--- config.mk ---
export PLATFORM = sky130hd
export DESIGN_NAME = pc_fetch
export DESIGN_NICKNAME = d
export VERILOG_FILES = /design/src/rtl/pc_fetch.sv
export SDC_FILE = /design/constraint.sdc
export NUM_CORES = 1
export LEC_CHECK = 0
export ABC_AREA = 1
export CAP_MARGIN = 20
export CORE_ASPECT_RATIO = 1.4
export CORE_UTILIZATION = 47
export DETAILED_ROUTE_END_ITERATION = 8
export MAX_ROUTING_LAYER = met4
export PLACE_DENSITY = 0.93
export SYNTH_ARGS = -nofsm -noshare
export SYNTH_HDL_FRONTEND = slang
export SYNTH_SLANG_ARGS = --single-unit
export TNS_END_PERCENT = 10
--- constraint.sdc ---
create_clock -name clk -period 3.2 [get_ports clk]
set_input_delay 0.32 -clock clk [delete_from_list [all_inputs] [get_ports clk]]
set_output_delay 0.32 -clock clk [all_outputs]
set_load 0.02 [all_outputs]
--- src/rtl/pc_fetch.sv ---
// Instruction-fetch stage: program counter, PC hi-tmp and instruction register.
// Two-phase FETCH/EXEC sequencer driving the control decoder.
module pc_fetch #(
  parameter logic [15:0] RESET_VECTOR = 16'h0000
) (
  input  logic        clk,
  input  logic        reset,
  input  logic [15:0] rom_data,
  input  logic [7:0]  data_bus,
  input  logic        _pchitmp_in,
  input  logic        _pclo_in,
  input  logic        _pc_in,
  input  logic        stall,
  output logic [15:0] pc_addr,
  output logic [7:0]  ir_hi,
  output logic [7:0]  ir_lo,
  output logic        phase_exec,
  output logic [7:0]  pchitmp
);

  typedef enum logic {
    FETCH = 1'b0,
    EXEC  = 1'b1
  } state_t;

  state_t      state_q, state_d;
  logic [15:0] pc_q, pc_d;
  logic [7:0]  pchitmp_q, pchitmp_d;
  logic [7:0]  ir_hi_q, ir_hi_d;
  logic [7:0]  ir_lo_q, ir_lo_d;

  logic        do_exec;
  logic        ld_pc;
  logic        ld_lo;

  // Strobes only qualify in an unstalled EXEC, so X in FETCH is masked.
  always_comb begin
    do_exec = (state_q == EXEC) && !stall;
    ld_pc   = do_exec && !_pc_in;
    ld_lo   = do_exec && _pc_in && !_pclo_in;
  end

  // Next-state, PC update priority and IR/hi-tmp loads.
  always_comb begin
    state_d   = state_q;
    pc_d      = pc_q;
    pchitmp_d = pchitmp_q;
    ir_hi_d   = ir_hi_q;
    ir_lo_d   = ir_lo_q;
    unique case (state_q)
      FETCH: begin
        ir_hi_d = rom_data[15:8];
        ir_lo_d = rom_data[7:0];
        state_d = EXEC;
      end
      EXEC: begin
        if (do_exec) begin
          state_d = FETCH;
          if (!_pchitmp_in) pchitmp_d = data_bus;
          unique case (1'b1)
            ld_pc:   pc_d = {pchitmp_q, data_bus};
            ld_lo:   pc_d = {pc_q[15:8], data_bus};
            default: pc_d = pc_q + 16'd1;
          endcase
        end
      end
      default: state_d = FETCH;
    endcase
  end

  // State registers with synchronous reset taking priority over everything.
  always_ff @(posedge clk) begin
    if (reset) begin
      state_q   <= FETCH;
      pc_q      <= RESET_VECTOR;
      pchitmp_q <= 8'h00;
      ir_hi_q   <= 8'h00;
      ir_lo_q   <= 8'h00;
    end else begin
      state_q   <= state_d;
      pc_q      <= pc_d;
      pchitmp_q <= pchitmp_d;
      ir_hi_q   <= ir_hi_d;
      ir_lo_q   <= ir_lo_d;
    end
  end

  // Outputs are direct views of registered state.
  always_comb begin
    pc_addr    = pc_q;
    ir_hi      = ir_hi_q;
    ir_lo      = ir_lo_q;
    phase_exec = (state_q == EXEC);
    pchitmp    = pchitmp_q;
  end

endmodule

==> reports/metrics.yaml, run 1 <==
grt_max_degree: 32
worstPathCellList: "clkdlybuf4s50_1, clkinv_1, o21ai_1, buf_4, o21ai_0, nand2_1, o22ai_1"
port_buffers: 70
multi_input_area_sq_um: 936
ctsHoldBuffers: 0
avgSynthCellArea_sq_um: 6.90
setup.worst_path.start_class: "input port"
worstSkewPairLatency_ns: 0.30
finalCriticalPeriod_ns: 2.02
fin_tns_setup_ns: 0
cts_root_buf: "clkbuf_8"
core_sq_um: 3920
postCtsSetupBuffers: 0
die_area_sq_um: 4360
grt.met3_usage_pct: 5.67
num_io_pins: 71
yosysMostFrequentCell: "nor2_1"
drt_pass1_iterations: 4
reg2reg_slack_ns: 1.40
vdd_drop_max_uv: 505
htreeDepth: 2
drt-vias-per-instance: 5.32
grt_overflow_total: 0
place.gp.congestion: 0.839
rsz0062_at_grt: "no"
wl_per_cell_microns: 13.1
fin_skew_ns: 0.00541
max_freq_ghz: 0.495
dp.cells: 385
nets: 380
clk_path_buf_depth: 2
cts_tree: "built"
path_buf_inv: 3
dieHeight_microns: 77.7
drive_gt1_share_pct: 4.00
finalHoldViolations: 0
synth_cell_types: 24
grt_pass1_wl_microns: 8590
ctsResizeCount: 0
grtUsageMet1_pct: 27.4
track_usage_pct: 25.4
syn_nets: 310
crit_path_top_delay_cell: "o21ai_1"
ys_ff_latch: 41
p_leak_nw: 1.09
synth_edf_count: 0
first_global_vias: 1940
cp.arrival_ns: 2.20
synth_top_area_share_pct: 42.7
fillers: 313
dp_hpwl_microns: 3730
ys_warn_count: 0
use_met2_pct: 43.9
cp_top_family: "buffers and inverters"
num_vias: 2090
ant_nets: 0
cp-end-kind: "flop"
dr.first_iter.drc_count: 117
area_delta_synth_final_pct: 43.4
slew_viol_final: 0
synth_area_leader_cell: "dfxtp_1"
ys_seq_area_share_pct: 42.7
drc_errors: 0
critPathMaxStageDelay_ns: 0.58
rows: 27
regArea_sq_um: 821
worstSetupPathType: "input port to flop"
fin_cells: 393
synth_ff_type: "dfxtp_1"
initial_core_util_pct: 49.1
path_max_fanout: 11
cts_made_buffers: 5
worst_pin_slew_ns: 0.757
antenna_cells: 0
clock-sinks: 41
powerDensity_nw_per_um2: 446
status: "complete, no violations"
synthCells: 279
synthTopCellsByCount: "51 x nor2_1, 42 x nand2_1, 41 x dfxtp_1, 36 x o21ai_0, 28 x inv_1"
die_w_microns: 56.1
synth.area.top_cells: "dfxtp_1 43%, nor2_1 9.9%, o21ai_0 9.4%"
cap_violations: 0
post-route-period-util_pct: 63.1
hp-class: "flop to flop"
setup_violations: 0
relSlewSlack_pct: 49.5
clk_pin_slew_worst_paths_ns: 0.08
finalWirelength_microns: 5150
syn_area_sq_um: 1920
busiest_layer: "met2"
cp.required_ns: 3.38
synth-async-reset-ratio_pct: 0
antenna_found_initial: 0
==> logic make-up (layout without fill, tap and decap cells) <==
family                     after synthesis  in the layout  share of synthesized area (%)
DFF                                     41             41                           42.7
adders and majority gates                1              1                          0.650
xor gates and xnor gates                 2              2                          0.910
AOI/OAI and AO/OA                       77             77                           21.8
and+or+nand+nor                        118            118                           25.3
buffers and inverters                   40            111                           8.71
==> routing by layer <==
metal / up-vias / share of wire [%] / wire length (microns)
met2: 86 / 50 / 2580
li1: 1051 / - / -
met4: 0 / 3.0 / 155
met1: 937 / 40 / 2080
met3: 16 / 6.5 / 335
met5: - / 0 / 0
==> flip-flops by register name (all words and copies together), names as in the netlist <==
| register | cells |
|---|---|
| pc_addr | 16 |
| ir_hi | 8 |
| ir_lo | 8 |
| pchitmp | 8 |
| phase_exec | 1 |
==> cell usage in the layout (no fill, tap or decap), drive strengths merged <==
cell type,netlist,final
a21oi,27,27
buf,5,2
bufinv,0,1
clkbuf,4,7
clkdlybuf4s50,0,70
clkinv,1,1
dfxtp,41,41
ha,1,1
inv,30,30
nand2,42,42
nand3,19,19
nand4,3,3
nor2,52,52
o211ai,2,2
o21ai,39,39
o21bai,5,5
o22ai,4,4
or2,2,2
xor2,2,2
==> power by group <==
group	internal (W)	leakage [nW]	total, W	switching [W]
Clock	0.000254	0.0585	0.000435	0.000180
Sequential	0.000541	0.337	0.000566	0.0000249
Combinational	0.000112	0.691	0.000231	0.000118
Total	0.000908	1.09	0.00123	0.000323
==> final timing paths <==
| check | startpoint | to | cells after the start |
|---|---|---|---|
| worst max register to register | phase_exec$_SDFF_PP0_ | pc_addr[2]$_SDFFE_PP0P_ | 8 |
| worst min register to register | pchitmp[1]$_SDFFE_PP0P_ | pchitmp[1]$_SDFFE_PP0P_ | 2 |
| worst min-delay path | pchitmp[1]$_SDFFE_PP0P_ | pchitmp[1]$_SDFFE_PP0P_ | 2 |
| worst max-delay path | _pc_in | pc_addr[2]$_SDFFE_PP0P_ | 7 |
==> tightest hold or removal path: cells and delay by family (launching register included) <==
family / cells / cell delay, ns
compound gates: 1 / 0.05
buf+inv: 1 / 0.05
flops: 1 / 0.33
==> stage by stage <==
step / worst slack [ns] / hold slack, ns / power, W / instance area [sq um] / util [%]
after floorplan: 1.63 / 0.389 / 0.000689 / 1920 / -
after global placement: 1.02 / 0.454 / 0.000801 / 2640 / 67.4
after detailed placement: 0.927 / 0.459 / 0.000807 / 2640 / 67.4
after CTS: 1.20 / 0.470 / 0.00123 / 2760 / 70.4
after global routing: 1.02 / 0.497 / 0.00128 / 2760 / 70.4
final: 1.18 / 0.469 / 0.00123 / 2760 / 70.4
==> final cells by class <==
class | instances | share of cell area, %
clock buffers | 7 | 3.13
repair buffers | 72 | 25.9
well taps | 43 | 1.95
flip-flops and latches | 41 | 29.8
multi-input cells | 198 | 33.9
clock inverters | 1 | 1.09
inverters | 31 | 4.22
No activity file was read; power rests on OpenSTA's default activity.
==> run 2, diff against run 1 <==
- CORE_UTILIZATION: 47 -> 40
- PLACE_DENSITY: 0.93 -> 0.85
- clock period: 3.2 -> 1.81 ns (I/O delays scaled with it)
==> reports/metrics.yaml, run 2 (synthesis gave the netlist of run 1 again) <==
status: "complete, no violations"
hp-class: "flop to flop"
fin_tns_setup_ns: 0
num_vias: 2102
path_max_fanout: 17
grt_max_degree: 32
ctsResizeCount: 0
finalWirelength_microns: 5260
powerDensity_nw_per_um2: 772
largest_reg_flops: 16
worstSkewPairLatency_ns: 0.30
reg2reg_depth: 6
final_common_cell: "clkdlybuf4s50_1"
initial_core_util_pct: 42.1
worst_pin_slew_ns: 0.463
grt_pass1_wl_microns: 8460
clk_path_buf_depth: 2
num_io_pins: 71
hold-path-cell-count: 2
wl_per_cell_microns: 12.5
grt_overflow_total: 0
finalCriticalPeriod_ns: 1.63
dr.first_iter.drc_count: 140
cts_root_buf: "clkbuf_8"
worstSetupPathType: "flop to output pin"
fin_cells: 420
rows: 29
ant_nets: 0
track_usage_pct: 22.3
cap_violations: 0
cts_made_buffers: 5
antenna_cells: 0
die_w_microns: 60.6
first_global_vias: 1912
drive_gt1_share_pct: 6.42
drc_errors: 0
cp-end-kind: "output pin"
cts_tree: "built"
max_freq_ghz: 0.614
fin_skew_ns: 0.0144
die_area_sq_um: 5100
port_buffers: 70
ctsHoldBuffers: 0
crit_path_top_delay_cell: "clkdlybuf4s50_1"
area_delta_synth_final_pct: 47.9
place.gp.congestion: 0.888
final_cell_mix: "70 x clkdlybuf4s50_1, 51 x nor2_1, 42 x nand2_1"
cp.arrival_ns: 1.45
dp.cells: 412
clock-sinks: 41
nets: 388
post-route-period-util_pct: 90.0
dieHeight_microns: 84.1
setup_violations: 0
finalHoldViolations: 0
p_leak_nw: 1.12
clk_pin_slew_worst_paths_ns: 0.09
postCtsSetupBuffers: 0
setup.worst_path.start_class: "flop"
dp_hpwl_microns: 4050
critPathMaxStageDelay_ns: 0.62
antenna_found_initial: 0
relSlewSlack_pct: 68.9
cp.required_ns: 1.63
core_sq_um: 4570
worstPathCellList: "buf_4, clkdlybuf4s50_1"
rsz0062_at_grt: "no"
drt_pass1_iterations: 4
vdd_drop_max_uv: 432
fillers: 440
slew_viol_final: 0
drt-vias-per-instance: 5.00
htreeDepth: 2
## run 2: changes by cell type in the layout (fill, tap and decap cells not counted)
cell / change
clkinvlp_4: +1
buf_4: +8
clkbuf_1: -1
## run 2: critical path: cells and delay by family (launching register included)
family   cells  cell delay, ns
buf+inv      2            0.82
flops        1            0.34
## run 2: power breakdown
group          internal [W]  leakage (nW)  switching [W]
logic              0.000210         0.730       0.000212
clock network      0.000449        0.0574       0.000326
registers          0.000957         0.337      0.0000427
total               0.00162          1.12       0.000580
## run 2: metrics by stage
stage / utilization, % / hold slack [ns] / area (sq um) / worst slack (ns) / power (W)
after global routing: 62.3 / 0.486 / 2850 / 0.101 / 0.00229
after CTS: 62.3 / 0.470 / 2850 / 0.169 / 0.00221
after floorplan: - / 0.250 / 1920 / 0.238 / 0.00122
after global placement: 59.6 / 0.455 / 2730 / 0.111 / 0.00143
final: 62.3 / 0.469 / 2850 / 0.181 / 0.00220
after detailed placement: 59.6 / 0.457 / 2730 / 0.0732 / 0.00144
## run 2: final timing paths
check	slack, ns	from	to
worst max-delay path	0.18	phase_exec$_SDFF_PP0_	phase_exec
worst min register to register	0.47	pchitmp[7]$_SDFFE_PP0P_	pchitmp[7]$_SDFFE_PP0P_
worst max register to register	0.28	phase_exec$_SDFF_PP0_	pc_addr[5]$_SDFFE_PP0P_
worst min-delay path	0.47	pchitmp[7]$_SDFFE_PP0P_	pchitmp[7]$_SDFFE_PP0P_
## run 2: per-layer routing
metal,share of wire (%),global-route usage [%],vias to the layer above
met5,0,-,-
met4,2.3,8.26,0
met3,8.0,5.43,12
met2,51,38.4,89
met1,39,23.7,933
li1,-,-,1068
## run 2: area by class of cell
class	count	area [sq um]	area share, %
multi-input combinational	198	936	32.9
sequential	41	821	28.8
timing repair buffer	80	776	27.3
inverter	31	116	4.09
clock buffer	6	82.6	2.90
tap	62	77.6	2.73
clock inverter	2	37.5	1.32
